`src/rtl/order_ctrl_pkg.sv`:
```
// Shared types and constants for the coffee-machine order/payment front end.
package order_ctrl_pkg;

   localparam int CREDIT_W = 7;

   localparam logic [CREDIT_W-1:0] COIN_SMALL = 7'd5;
   localparam logic [CREDIT_W-1:0] COIN_LARGE = 7'd10;

   // One-hot encoding so the state register drives the LEDs directly.
   typedef enum logic [3:0] {
      ST_IDLE    = 4'b0001,
      ST_CREDIT  = 4'b0010,
      ST_BREWING = 4'b0100,
      ST_CHANGE  = 4'b1000
   } state_t;

endpackage

```
`src/rtl/order_ctrl_button_conditioner.sv`:
```
// Raw push button to single-cycle press pulse: 2-FF synchroniser, stable-count
// debounce, registered rising-edge detector.
module button_conditioner #(
   parameter int DEBOUNCE_CYCLES = 1000000
) (
   input  logic clk,
   input  logic reset,
   input  logic i_btn,
   output logic o_pulse
);

   localparam int CW = (DEBOUNCE_CYCLES > 1) ? $clog2(DEBOUNCE_CYCLES) : 1;
   localparam logic [CW-1:0] CNT_LAST = CW'(DEBOUNCE_CYCLES - 1);

   logic          r_sync1;
   logic          r_sync2;
   logic          r_stable;
   logic          r_stable_d;
   logic          r_pulse;
   logic [CW-1:0] r_cnt;

   always_ff @(posedge clk) begin
      if (reset) begin
         r_sync1    <= 1'b0;
         r_sync2    <= 1'b0;
         r_stable   <= 1'b0;
         r_stable_d <= 1'b0;
         r_pulse    <= 1'b0;
         r_cnt      <= '0;
      end else begin
         r_sync1    <= i_btn;
         r_sync2    <= r_sync1;
         r_stable_d <= r_stable;
         r_pulse    <= r_stable & ~r_stable_d;
         // Any glitch back to the accepted level restarts the stability count.
         if (r_sync2 != r_stable) begin
            if (r_cnt == CNT_LAST) begin
               r_stable <= r_sync2;
               r_cnt    <= '0;
            end else begin
               r_cnt <= r_cnt + 1'b1;
            end
         end else begin
            r_cnt <= '0;
         end
      end
   end

   assign o_pulse = r_pulse;

endmodule

```
`src/rtl/order_ctrl.sv`:
```
// Order/payment front end: credit accounting, brew enable and change handshake.
// Optional idle-credit refund timer enabled by defining ORDER_CTRL_TIMEOUT_EN.
module order_ctrl
   import order_ctrl_pkg::*;
#(
   parameter int          PRICE           = 15,
   parameter int          MAX_CREDIT      = 99,
   parameter int          DEBOUNCE_CYCLES = 1000000,
   parameter int unsigned TIMEOUT_CYCLES  = 32'd3000000000
) (
   input  logic                clk,
   input  logic                reset,
   input  logic                btn_coin5,
   input  logic                btn_coin10,
   input  logic                btn_order,
   input  logic                btn_cancel,
   input  logic                brew_done,
   input  logic                change_ack,
   output logic                brew_en,
   output logic [CREDIT_W-1:0] credit,
   output logic [CREDIT_W-1:0] change,
   output logic                change_valid,
   output logic                coin_reject,
   output logic                low_credit,
   output logic [3:0]          state_led
);

   localparam logic [CREDIT_W-1:0] PRICE_W = CREDIT_W'(PRICE);
   localparam logic [CREDIT_W:0]   MAX_W   = (CREDIT_W + 1)'(MAX_CREDIT);

   logic [3:0] w_raw;
   logic [3:0] w_pulse;
   logic       w_coin5;
   logic       w_coin10;
   logic       w_order;
   logic       w_cancel;
   logic       w_any_coin;
   logic [7:0] w_sum;
   logic       w_timeout;

   state_t              r_state;
   logic [CREDIT_W-1:0] r_credit;
   logic [CREDIT_W-1:0] r_change;
   logic                r_brew_en;
   logic                r_change_valid;
   logic                r_coin_reject;
   logic                r_low_credit;
   logic                r_done_prev;
   logic                r_done_edge;

   assign w_raw = {btn_cancel, btn_order, btn_coin10, btn_coin5};

   generate
      for (genvar gi = 0; gi < 4; gi++) begin : g_btn
         button_conditioner #(
            .DEBOUNCE_CYCLES(DEBOUNCE_CYCLES)
         ) u_cond (
            .clk    (clk),
            .reset  (reset),
            .i_btn  (w_raw[gi]),
            .o_pulse(w_pulse[gi])
         );
      end
   endgenerate

   assign w_coin5    = w_pulse[0];
   assign w_coin10   = w_pulse[1];
   assign w_order    = w_pulse[2];
   assign w_cancel   = w_pulse[3];
   assign w_any_coin = w_coin5 | w_coin10;
   // Eight-bit sum so the ceiling compare never sees a wrapped value.
   assign w_sum = {1'b0, r_credit}
                + (w_coin5  ? {1'b0, COIN_SMALL} : 8'd0)
                + (w_coin10 ? {1'b0, COIN_LARGE} : 8'd0);

`ifdef ORDER_CTRL_TIMEOUT_EN
   logic [31:0] r_timer;
   logic        w_coin_accept;
   logic        w_order_reject;

   assign w_coin_accept  = (r_state == ST_CREDIT) && !w_cancel && !w_order
                           && w_any_coin && (w_sum <= MAX_W);
   assign w_order_reject = (r_state == ST_CREDIT) && !w_cancel && w_order
                           && (r_credit < PRICE_W);
   assign w_timeout      = (r_state == ST_CREDIT) && (r_timer >= TIMEOUT_CYCLES - 1);

   always_ff @(posedge clk) begin
      if (reset || r_state != ST_CREDIT || w_coin_accept || w_order_reject || w_timeout) begin
         r_timer <= '0;
      end else begin
         r_timer <= r_timer + 1'b1;
      end
   end
`else
   assign w_timeout = 1'b0;
`endif

   always_ff @(posedge clk) begin
      if (reset) begin
         r_done_prev <= 1'b0;
         r_done_edge <= 1'b0;
      end else begin
         r_done_prev <= brew_done;
         r_done_edge <= brew_done & ~r_done_prev;
      end
   end

   always_ff @(posedge clk) begin
      if (reset) begin
         r_state        <= ST_IDLE;
         r_credit       <= '0;
         r_change       <= '0;
         r_brew_en      <= 1'b0;
         r_change_valid <= 1'b0;
         r_coin_reject  <= 1'b0;
         r_low_credit   <= 1'b0;
      end else begin
         r_coin_reject <= 1'b0;
         r_low_credit  <= 1'b0;
         unique case (r_state)
            ST_IDLE: begin
               if (w_any_coin) begin
                  r_credit <= w_sum[CREDIT_W-1:0];
                  r_state  <= ST_CREDIT;
               end
            end
            ST_CREDIT: begin
               // A timeout is only a fallback refund when nothing was pressed.
               if (w_cancel || (!w_order && !w_any_coin && w_timeout)) begin
                  r_change       <= r_credit;
                  r_credit       <= '0;
                  r_change_valid <= 1'b1;
                  r_coin_reject  <= w_any_coin;
                  r_state        <= ST_CHANGE;
               end else if (w_order) begin
                  r_coin_reject <= w_any_coin;
                  if (r_credit >= PRICE_W) begin
                     r_change  <= r_credit - PRICE_W;
                     r_credit  <= '0;
                     r_brew_en <= 1'b1;
                     r_state   <= ST_BREWING;
                  end else begin
                     r_low_credit <= 1'b1;
                  end
               end else if (w_any_coin) begin
                  if (w_sum > MAX_W) begin
                     r_coin_reject <= 1'b1;
                  end else begin
                     r_credit <= w_sum[CREDIT_W-1:0];
                  end
               end
            end
            ST_BREWING: begin
               r_coin_reject <= w_any_coin;
               if (r_done_edge) begin
                  r_brew_en <= 1'b0;
                  if (r_change != '0) begin
                     r_change_valid <= 1'b1;
                     r_state        <= ST_CHANGE;
                  end else begin
                     r_state <= ST_IDLE;
                  end
               end
            end
            ST_CHANGE: begin
               r_coin_reject <= w_any_coin;
               if (change_ack && r_change_valid) begin
                  r_change       <= '0;
                  r_change_valid <= 1'b0;
                  r_state        <= ST_IDLE;
               end
            end
            default: r_state <= ST_IDLE;
         endcase
      end
   end

   assign brew_en      = r_brew_en;
   assign credit       = r_credit;
   assign change       = r_change;
   assign change_valid = r_change_valid;
   assign coin_reject  = r_coin_reject;
   assign low_credit   = r_low_credit;
   assign state_led    = r_state;

endmodule

```
`config.mk`:
```
export PLATFORM = sky130hd
export DESIGN_NAME = order_ctrl
export DESIGN_NICKNAME = d
export VERILOG_FILES = /design/src/rtl/order_ctrl_pkg.sv /design/src/rtl/order_ctrl_button_conditioner.sv /design/src/rtl/order_ctrl.sv
export SDC_FILE = /design/constraint.sdc
export NUM_CORES = 1
export LEC_CHECK = 0
export CAP_MARGIN = 40
export CORE_MARGIN = 2
export CORE_UTILIZATION = 59
export DETAILED_ROUTE_END_ITERATION = 6
export GPL_ROUTABILITY_DRIVEN = 0
export PLACE_DENSITY = 0.86
export REMOVE_ABC_BUFFERS = 1
export SYNTH_ARGS = -nofsm -noshare
export SYNTH_HDL_FRONTEND = slang
export SYNTH_SLANG_ARGS = --single-unit
export TNS_END_PERCENT = 5
```
`constraint.sdc`:
```
create_clock -name clk -period 3.05 [get_ports clk]
set_clock_uncertainty 0.2 [all_clocks]
set_input_delay 0.61 -clock clk [delete_from_list [all_inputs] [get_ports clk]]
set_output_delay 0.61 -clock clk [all_outputs]
set_load 0.03 [all_outputs]
```
==> out/qor.yml <==
outcome:
  status: "finished, final reports clean"
sta:
  hold_viol: 0
  slew_headroom_pct: 37.28
  min_period_ns: 2.922
  rsz0062_at_grt: "true"
  maxSlewViolCount: 0
  max_freq_mhz: 342.3
  period_share_pct: 95.79
  finalHoldWorstSlack_ns: 0.1814
  setup_viol: 0
  tightest_slew_ns: 0.9367
global_route:
  overflow: 0
  antenna_found_initial: 0
  grt_pass1_vias: 4270
  grt_first_pass_wirelength_um: 18970
  grt_max_degree: 25
  track_usage_pct: 23.17
placed_design:
  placed_area_um2: 5832
  numPortBuffers: 29
  post-dp-hpwl_um: 7224
floorplanning:
  die_w_um: 100.3
  io_pins: 30
  core_area_um2: 9109
  rows: 35
  fp.dieH_um: 100.3
  initial_utilization_pct: 60.03
  die_area_um2: 10050
critical_path:
  crit_required_ns: 3.25
  reg2reg_setup_slack_ns: 0.13
  startpoint_type: "flip-flop"
  critPathMaxFanout: 13
  r2r_end: "credit[4]"
  cp-endpoint: "credit[4]"
  crit_start: "g_btn[0].u_cond.o_pulse"
  rr_worst_depth: 10
  critPathCaptureType: "flip-flop"
  r2r_start: "g_btn[0].u_cond.o_pulse"
  setup.worst_path.class: "flip-flop to flip-flop"
  cp.arrival_ns: 3.12
clocking:
  clk_pin_slew_ns: 0.06
  clockRootBuffer: "clkbuf_8"
  cts_buffers: 17
  htree_levels: 4
  post_cts_buffers: 0
  cts_tree: "done"
  clock_sinks: 124
  clk_latency_ns: 0.51
  cts_buffer_depth: 2
power_and_ir_drop:
  switching_share_pct: 20.67
  p_int_mw: 2.939
  seqPwrFrac_pct: 44.1
  power_per_cell_area_nw_per_um2: 574.0
  clockPowerShare_pct: 54.9
  switchingPower_mw: 0.7657
  vdd_drop_max_v: 0.0007606
  p_leak_nw: 2.140
  p_comb_share_pct: 1.0
final_layout:
  final_core_utilization_pct: 70.85
  mostFrequentLayoutCells: "124 x nor2_1, 124 x dfxtp_1, 46 x nand2_1, 43 x xor2_1, 42 x nand3_1"
  drive_gt1_share_pct: 6.922
  diodes: 0
  fin_nets: 684
  area_growth_pct: 18.03
  fin_area_um2: 6454
synth:
  avgSynthCellArea_um2: 8.638
  yosysSeqAreaShare_pct: 45.40
  syn-cell-area_um2: 5468
  ys_ff_latch: 124
  synth_edf_count: 0
  ys_async_sr_fraction_pct: 0
  synth_top_flop_cell: "dfxtp_1"
  ys_warn_count: 0
  syn_inst: 633
  yosysUniqueCellTypes: 54
detailed_routing:
  met3_length_um: 509
  wl_met2_um: 5657
  wl_met1_um: 4787
  drc: 0
  routed-via-count: 4456
  routedWlPerCell_um: 14.10
  top_layer_used: "met4"
  viasPerCell: 5.641
  wl_um: 11140
  drtIter0Drc: 228
  ant_nets: 0
  first_pass_iters: 6
job:
  maxCapViolCount: 0
hold_path:
  hold_path.class: "flip-flop to flip-flop"
[kinds of logic (layout without fill, tap and decap cells)]
logic type                 Yosys count  count (layout)  share of synthesized area, %
AOI/OAI and AO/OA                   60              60                         7.140
xor gates and xnor gates            82              82                         13.14
adders and majority gates           10              10                         2.426
buffers and inverters               40              86                         3.318
DFF                                124             124                         45.40
muxes                                5               5                        0.9154
and+or+nand+nor                    312             312                         27.67
[final cells by class]
type,instances,area [µm²]
clock buffer,20,445.4
timing repair buffer,35,335.3
inverter,19,71.32
tap,111,138.9
multi-input combinational,469,2818
fill,651,2655
clock inverter,12,162.7
sequential,124,2482
[synthesized netlist by cell type (all sizes together) (9+ instances only)]
cell,n,share of area [%]
nor2,124,8.5
xor2,43,6.9
ha,9,2.1
nand2,46,3.2
nor2b,21,2.4
inv,19,1.3
o21ai,15,1.5
or3,10,1.1
a21oi,24,2.2
nand3,42,3.8
dfxtp,124,45
clkbuf,13,0.92
nor3,20,1.8
xnor2,39,6.2
[sequential cells by signal, indices dropped and copies added (netlist names), 4 cells and up]
signal and count:
g_btn.u_cond.r_sync1 4, g_btn.u_cond.r_cnt 80, change 7, g_btn.u_cond.r_stable_d 4
g_btn.u_cond.r_sync2 4, credit 7, g_btn.u_cond.o_pulse 4, state_led 4
g_btn.u_cond.r_stable 4
[power groups by stage]
stage          registers (mW)  clock network (mW)  logic, mW
6_report                 1.63                2.03     0.0387
5_1_grt                  1.63                2.14     0.0422
4_1_cts                  1.63                2.06     0.0387
3_5_place_dp             1.67                   0     0.0383
3_3_place_gp             1.67                   0     0.0365
2_1_floorplan            1.67                   0     0.0147
[worst min path at each step]
| stage | start | end | slack, ns | depth (start not counted) |
|---|---|---|---|---|
| floorplan | g_btn[0].u_cond.r_stable_d | g_btn[0].u_cond.o_pulse | 0.17 | 1 |
| global placement | g_btn[3].u_cond.r_stable_d | g_btn[3].u_cond.o_pulse | 0.17 | 1 |
| detailed placement | r_done_prev | r_done_edge | 0.18 | 1 |
| CTS | r_done_prev | r_done_edge | 0.18 | 1 |
| global route | r_done_prev | r_done_edge | 0.19 | 1 |
| finish | g_btn[0].u_cond.r_stable_d | g_btn[0].u_cond.o_pulse | 0.18 | 1 |
[routing by layer]
layer	vias up	GRT usage [%]
li1	2211	-
met1	2083	26.97
met2	135	41.51
met3	27	5.362
met4	0	8.325
met5	-	0
[through the flow]
stage	total power, mW	worst slack, ns	TNS (ns)	instances
2_1_floorplan	1.681	0.05685	0	612
3_3_place_gp	1.704	0.1780	0	758
3_5_place_dp	1.706	0.04776	0	758
4_1_cts	3.733	0.01986	0	790
5_1_grt	3.815	-0.001340	-0.001340	790
6_report	3.705	0.1284	0	790
[worst max-delay path, stage by stage, from the launching register on]
cell and delay [ns]:
dfxtp_1 0.38, ha_1 0.21, inv_1 0.06, fa_1 0.40, and2b_1 0.22, o21ai_2 0.09, a211oi_1 0.36, o21ai_2 0.14
a31oi_4 0.37, a2111oi_2 0.11, o221a_1 0.26
[repair_timing]
action / CTS / global route
resized for setup: 0 / 3
endpoints found under the setup margin: 0 / 7
hold endpoints to repair: 0 / 0
hold buffers: 0 / 0
No activity file was read; power rests on OpenSTA's default activity.
